==> config.mk <==
export PLATFORM = sky130hd
export DESIGN_NAME = layer_sequencer
export DESIGN_NICKNAME = d
export VERILOG_FILES = /design/src/rtl/layer_sequencer.sv
export SDC_FILE = /design/constraint.sdc
export NUM_CORES = 2
export LEC_CHECK = 0
export CAP_MARGIN = 20
export CORE_MARGIN = 2
export CORE_UTILIZATION = 33
export CTS_CLUSTER_SIZE = 25
export DETAILED_ROUTE_END_ITERATION = 10
export MAX_ROUTING_LAYER = met4
export PLACE_DENSITY = 0.5
export SYNTH_ARGS = -nofsm -noshare
export SYNTH_HDL_FRONTEND = slang
export SYNTH_SLANG_ARGS = --single-unit
==> constraint.sdc <==
create_clock -name clk -period 2.9 [get_ports clk]
set_clock_uncertainty 0.2 [all_clocks]
set_input_delay 0.58 -clock clk [delete_from_list [all_inputs] [get_ports clk]]
set_output_delay 0.58 -clock clk [all_outputs]
set_load 0.1 [all_outputs]
==> src/rtl/layer_sequencer.sv <==
// Network-level sequencer: holds a small table of layer descriptors and launches
// the accelerator once per layer, with a per-layer watchdog and abort.
`ifndef MEM_ADDR_SIZE
`define MEM_ADDR_SIZE 32
`endif
`ifndef LAYER_TYPE_W
`define LAYER_TYPE_W 2
`endif

module layer_sequencer #(
    parameter int          MAX_LAYERS = 8,
    parameter logic [23:0] TIMEOUT    = 24'hFFFFFF
) (
    input  logic                      clk,
    input  logic                      rst_n,
    input  logic                      cfg_wr_en,
    input  logic [2:0]                cfg_wr_idx,
    input  logic [`LAYER_TYPE_W-1:0]  cfg_layer_type,
    input  logic [`MEM_ADDR_SIZE-1:0] cfg_ifmap_addr,
    input  logic [`MEM_ADDR_SIZE-1:0] cfg_weight_addr,
    input  logic [`MEM_ADDR_SIZE-1:0] cfg_out_addr,
    input  logic [3:0]                num_layers,
    input  logic                      start_net,
    input  logic                      abort,
    input  logic                      layer_complete,
    output logic                      start_layer,
    output logic [`LAYER_TYPE_W-1:0]  layer_type_out,
    output logic [`MEM_ADDR_SIZE-1:0] ifmap_buffer_start_addr,
    output logic [`MEM_ADDR_SIZE-1:0] weight_buffer_start_addr,
    output logic [`MEM_ADDR_SIZE-1:0] compressor_start_addr,
    output logic                      busy,
    output logic [2:0]                cur_layer,
    output logic                      net_done,
    output logic                      timeout_err
);

    localparam int AW     = `MEM_ADDR_SIZE;
    localparam int LTW    = `LAYER_TYPE_W;
    localparam int DESC_W = LTW + 3 * AW;

    localparam logic [2:0] S_IDLE   = 3'd0;
    localparam logic [2:0] S_LAUNCH = 3'd1;
    localparam logic [2:0] S_RUN    = 3'd2;
    localparam logic [2:0] S_GAP    = 3'd3;
    localparam logic [2:0] S_DONE   = 3'd4;
    localparam logic [2:0] S_ERR    = 3'd5;

    logic [2:0]        state_reg;
    logic [2:0]        cur_layer_reg;
    logic [3:0]        num_layers_reg;
    logic [23:0]       watchdog_reg;
    logic [DESC_W-1:0] desc_reg;
    logic [DESC_W-1:0] cfg_desc;
    logic [DESC_W-1:0] entry_rd [8];
    logic              start_ok;
    logic              last_layer;

    assign cfg_desc   = {cfg_layer_type, cfg_ifmap_addr, cfg_weight_addr, cfg_out_addr};
    assign start_ok   = (num_layers != 4'd0) && (32'(num_layers) <= MAX_LAYERS);
    assign last_layer = ({1'b0, cur_layer_reg} == (num_layers_reg - 4'd1));

    // Descriptor table: entries beyond MAX_LAYERS exist but can never be written.
    genvar gi;
    generate
        for (gi = 0; gi < 8; gi++) begin : g_entry
            logic [DESC_W-1:0] entry_reg;
            always_ff @(posedge clk) begin
                if (rst_n) begin
                    entry_reg <= '0;
                end else if (cfg_wr_en && (state_reg == S_IDLE) &&
                             (cfg_wr_idx == 3'(gi)) && (gi < MAX_LAYERS)) begin
                    entry_reg <= cfg_desc;
                end
            end
            assign entry_rd[gi] = entry_reg;
        end
    endgenerate

    always_ff @(posedge clk) begin
        if (rst_n) begin
            state_reg      <= S_IDLE;
            cur_layer_reg  <= '0;
            num_layers_reg <= '0;
            watchdog_reg   <= '0;
            desc_reg       <= '0;
        end else if (abort && (state_reg != S_IDLE)) begin
            state_reg     <= S_IDLE;
            cur_layer_reg <= '0;
        end else begin
            case (state_reg)
                S_IDLE: begin
                    if (start_net && start_ok) begin
                        num_layers_reg <= num_layers;
                        cur_layer_reg  <= '0;
                        desc_reg       <= entry_rd[0];
                        state_reg      <= S_LAUNCH;
                    end
                end
                S_LAUNCH: begin
                    watchdog_reg <= '0;
                    state_reg    <= S_RUN;
                end
                S_RUN: begin
                    watchdog_reg <= watchdog_reg + 24'd1;
                    // Completion wins over a watchdog expiry in the same cycle.
                    if (layer_complete) begin
                        if (last_layer) begin
                            state_reg <= S_DONE;
                        end else begin
                            cur_layer_reg <= cur_layer_reg + 3'd1;
                            state_reg     <= S_GAP;
                        end
                    end else if (watchdog_reg == (TIMEOUT - 24'd1)) begin
                        state_reg <= S_ERR;
                    end
                end
                S_GAP: begin
                    desc_reg  <= entry_rd[cur_layer_reg];
                    state_reg <= S_LAUNCH;
                end
                S_DONE:  state_reg <= S_IDLE;
                S_ERR:   state_reg <= S_ERR;
                default: state_reg <= S_IDLE;
            endcase
        end
    end

    assign start_layer = (state_reg == S_LAUNCH);
    assign busy        = (state_reg == S_LAUNCH) || (state_reg == S_RUN) || (state_reg == S_GAP);
    assign net_done    = (state_reg == S_DONE);
    assign timeout_err = (state_reg == S_ERR);
    assign cur_layer   = cur_layer_reg;
    assign {layer_type_out, ifmap_buffer_start_addr,
            weight_buffer_start_addr, compressor_start_addr} = desc_reg;

endmodule

Word-level counts from Yosys, hierarchy flattened
Cells that the tools add are included.
{"block": "totals", "regBits": 916, "inputBits": 111}
{"block": "op_classes", "addsub": 3, "magnitude_cmp": 2, "eq_ne": 18, "mux": 15, "bitwise_logic": 2, "reduce_logical": 27}
{"op": "binary-select mux 98 bit (select 3 bit)", "count": 1}
{"op": "2-to-1 mux 98 bit", "count": 3}
{"op": "case mux 98 bit (2 select lines)", "count": 1}
{"op": "case mux 24 bit (2 select lines)", "count": 1}
{"op": "adder 24 x 1 -> 24 bit, second input constant", "count": 1}
{"op": "== test 24 bit, second input constant", "count": 1}
{"op": "2-to-1 mux 3 bit", "count": 7}
{"op": "== test 3 bit, second input constant", "count": 6}
{"op": "case mux 3 bit (5 select lines)", "count": 1}
{"op": "== test 3 x 2 -> 1 bit, second input constant", "count": 4}
{"op": "logical AND 1 bit", "count": 12}
{"op": "== test 3 x 1 -> 1 bit, second input constant", "count": 2}
{"op": "logical NOT 3 bit", "count": 2}
{"op": "case mux 3 bit (2 select lines)", "count": 1}
{"op": "AND reduction 3 bit", "count": 2}
{"op": "nonzero test 2 bit", "count": 3}
{"op": "== test 3 x 4 -> 1 bit", "count": 1}
{"op": ">= comparator 4 bit, second input constant", "count": 1}
{"op": "<= comparator 4 bit, second input constant", "count": 1}
{"op": "!= test 2 bit, second input constant", "count": 2}
{"op": "inverter 3 -> 4 bit", "count": 1}
{"op": "AND reduction 2 bit", "count": 2}
{"op": "AND reduction 4 bit", "count": 1}
{"op": "nonzero test 4 bit", "count": 1}
{"op": "8 further kinds", "count": 9}

Longest topological paths before layout
{"block": "depth", "ltp_word": 5, "depth_mapped": 9, "mapped_depth_nobuf": 7}

Worst setup path before layout
No wires, ideal clock.
{"block": "synth_path", "path_kind": "reg-to-reg", "start": "register state_reg[0]", "end": "register watchdog_reg[23]", "arrival_ns": 2.714, "t_required_ns": 2.572, "path_slack_ns": -0.142, "path_stages_with_launch": 7, "path_buffers": 2, "synth_period_minus_slack_ns": 3.042, "cell_sequence": "dfxtp_1 buf_4 nor2b_1 nor2b_1 a21o_1 clkbuf_1 nor2_1"}
{"element": "start, declared", "line": "48", "source": "logic [2:0] state_reg;"}
{"element": "start signal, assigned", "line": "81", "source": "state_reg <= S_IDLE;"}
{"element": "start signal, assigned", "line": "87", "source": "state_reg <= S_IDLE;"}
{"element": "start signal, assigned", "line": "96", "source": "state_reg <= S_LAUNCH;"}
{"element": "== test 3 x 1 -> 1 bit *"}
{"element": "named net start_layer", "line": "26", "source": "output logic start_layer,"}
{"element": "nonzero test 2 bit (no line)"}
{"element": "AND reduction 2 bit (no line)"}
{"element": "end signal, assigned", "line": "104", "source": "watchdog_reg <= watchdog_reg + 24'd1;"}
{"element": "end, declared", "line": "51", "source": "logic [23:0] watchdog_reg;"}
The timed path passes the listed nets; every way through them passes the cells marked *.
A chain may end at the register's enable or synchronous reset.

Worst setup path in the final report
{"block": "layout_path", "start": "register state_reg[0]", "end": "output port timeout_err"}
{"block": "layout_between", "elab_chain_cells": 1}
{"element": "== test 3 bit", "line": "131", "source": "assign timeout_err = (state_reg == S_ERR);"}
{"element": "end, declared", "line": "34", "source": "output logic timeout_err"}
Every way passes these cells.

==> metrics.txt <==
most common cell after layout, fill and taps aside nand2_1; I/O Pins 216; final core occ 40.07%; Max stage delay on crit path 370 ps; largest net degree at the start of global routing 108; CTS tree built; # rows 127; Die X 350.3 um; HPWL after DPL 82,800 um; WP buf/inv 3; Inserted Clock Buffers 104; syn_nets 5,078; max_slew headroom 53.32%; max FFs per register 784; die footprint 122,700 sq um; initial core utilization 33.11%; wire per inst 20.16 um; Finished Layout Cells 6,706; CP required 2120 ps; initial antenna violation count 9; slew of the pin with the lowest slew margin 700.3 ps; Port-buffer cells 215; CP Class reg -> out; Synth cell types 52; outcome finished, final reports clean; Total GRT Usage 22.23%; Max Freq 357.5 MHz; max cap viols 0; Core Footprint 119,500 sq um; CP Max Fanout 6; DR iter-0 viols 2,461; Ys Warns 0; final slew viol count 0; routability cong. 0.7756; total gr overflow 0; CP arrival 2020 ps; startpoint types register; total number of vias 34,423; first-pass GRT wire length 206,500 um; LEAKAGE 0.01622 uW; Placed Cells 6,511; post-route ant nets 0; vias per inst 5.133; Seq cells post-synth 916; post-route worst setup slack 102.9 ps; die height 350.3 um; Total Wirelength 135,200 um; register area share after synthesis 46.35%; average size of a mapped cell 7.972 sq um; Syn Std Cell Area 39,570 sq um; crit-path cells buf_4 > nor2b_1 > nand2_1 > inv_1 > buf_12; Final nets 5,120; clock slew seen by the registers of the worst setup and hold paths 60 ps; Post-Synthesis Cells 4,963; Pre-antenna DRT Iters 8; H-tree levels 3; maximum VDD drop 0.0004261 V; share of cells above drive strength 1 14.41%; # fillers 12,096; CP max stage cell dfxtp_1; Post-CTS Setup Bufs 0; Min Clock Period, post-route 2797 ps; final worst path period share 96.45%; unrepaired setup endpoints after global routing false; area growth from synthesis to layout 21.03%; root buffer selected by CTS clkbuf_16; worst-skew pair later-pin latency 690 ps; worst slack at placement -174.4 ps; worst-case clock buffer depth 3; DRC viols 0; Final Total Pwr 29,680 uW; cts hold-fix bufs 0; pwr dens 619.7 nW/um^2; Hold Crit Class in -> reg; crit path capture type primary output; setup TNS 0 ps; most frequent cells in the layout nand2_1 (1,581), dfxtp_1 (915), a21oi_1 (793); Worst path top cell family by delay buffers and inverters; clock sinks 916; Final Hold Vio Count 0; Final Setup Violations 0; vias in the first global route 32,786
==> where the power goes <==
part / leakage [uW] / total [uW] / internal [uW] / switching (uW)
combinational: 0.00707 / 3000 / 900 / 2100
clock: 0.00173 / 13500 / 8100 / 5430
sequential: 0.00742 / 13100 / 12900 / 214
total: 0.0162 / 29700 / 21900 / 7740
==> metrics by stage <==
stage,area (sq um),hold WS (ps)
6_report,47890,72.13
5_1_grt,47890,67.78
4_1_cts,47870,37.38
3_5_place_dp,44350,241.7
3_3_place_gp,44350,236.4
2_1_floorplan,39570,231.8
==> area by class of cell <==
cell class	count	area, sq um	share of cell area (%)
Tap cell	1612	2017	4.212
Clock buffer	162	3217	6.718
Multi-Input combinational cell	3515	18720	39.10
Inverter	12	45.04	0.09406
Sequential cell	916	18340	38.30
Antenna cell	8	20.02	0.04181
Clock inverter	25	291.5	0.6088
Timing Repair Buffer	456	5230	10.92
==> what timing repair did <==
action	CTS	global route
endpoints found under the hold margin	0	0
setup endpoints to repair	1	0
resized for setup	1	0
==> per-layer routing <==
| metal | GRT usage [%] | share of wire (%) | vias to the layer above |
|---|---|---|---|
| met3 | 3.303 | 5.0 | 192 |
| met5 | - | 0 | - |
| met4 | 6.105 | 2.4 | 0 |
| li1 | - | - | 16899 |
| met2 | 34.51 | 45 | 766 |
| met1 | 30.06 | 48 | 16566 |
==> path summary, 6_finish.rpt <==
| check | from | end | slack [ps] | depth (start not counted) |
|---|---|---|---|---|
| worst min-delay path | rst_n | g_entry[3].entry_reg[64]$_SDFFE_PP0P_ | 70 | 2 |
| worst max register to register | state_reg[1]$_SDFFE_PP0P_ | desc_reg[21]$_SDFFE_PP0P_ | 300 | 7 |
| worst max-delay path | state_reg[0]$_SDFFE_PP0P_ | timeout_err | 100 | 5 |
| worst min register to register | g_entry[1].entry_reg[87]$_SDFFE_PP0P_ | g_entry[1].entry_reg[87]$_SDFFE_PP0P_ | 250 | 2 |
==> synthesized netlist by cell type (all sizes together) <==
| master | number | share of area (%) |
|---|---|---|
| nand2 | 1582 | 15 |
| dfxtp | 916 | 46 |
| a21oi | 793 | 10 |
| buf | 265 | 4.1 |
| clkbuf | 255 | 2.4 |
| mux2 | 196 | 5.6 |
| a211oi | 195 | 3.7 |
| nor2 | 130 | 1.2 |
| nor3 | 115 | 1.5 |
| mux2i | 103 | 2.6 |
| nor2b | 99 | 1.6 |
| a2111oi | 98 | 2.2 |
| o22ai | 98 | 1.5 |
| xnor2 | 13 | 0.29 |
| inv | 12 | 0.11 |
| nand3 | 9 | 0.11 |
| xor2 | 9 | 0.20 |
| nand4 | 8 | 0.16 |
| or3 | 8 | 0.13 |
| o21ai | 7 | 0.098 |
| and2 | 5 | 0.079 |
| nand3b | 5 | 0.095 |
| and3 | 4 | 0.063 |
| ha | 4 | 0.13 |
| nand2b | 4 | 0.070 |
| nor3b | 4 | 0.076 |
| nor4 | 3 | 0.047 |
| o31ai | 3 | 0.057 |
| and4 | 2 | 0.044 |
| o211ai | 2 | 0.038 |
| o21a | 2 | 0.038 |
| or2 | 2 | 0.032 |
| a21boi | 1 | 0.019 |
| a21o | 1 | 0.019 |
| a221oi | 1 | 0.022 |
| a31oi | 1 | 0.016 |
| and2b | 1 | 0.019 |
| and3b | 1 | 0.022 |
| and4b | 1 | 0.025 |
| nor4b | 1 | 0.060 |
| o211a | 1 | 0.025 |
| o311a | 1 | 0.025 |
| or4 | 1 | 0.028 |
| or4b | 1 | 0.025 |
==> logic make-up after synthesis <==
logic type | share of synthesized area, %
buffers and inverters | 6.641
AOI/OAI and AO/OA | 17.81
xor gates and xnor gates | 0.4870
and+or+nand+nor | 20.41
adders and majority gates | 0.1265
muxes | 8.184
DFF | 46.35
No activity file was read; power rests on OpenSTA's default activity.
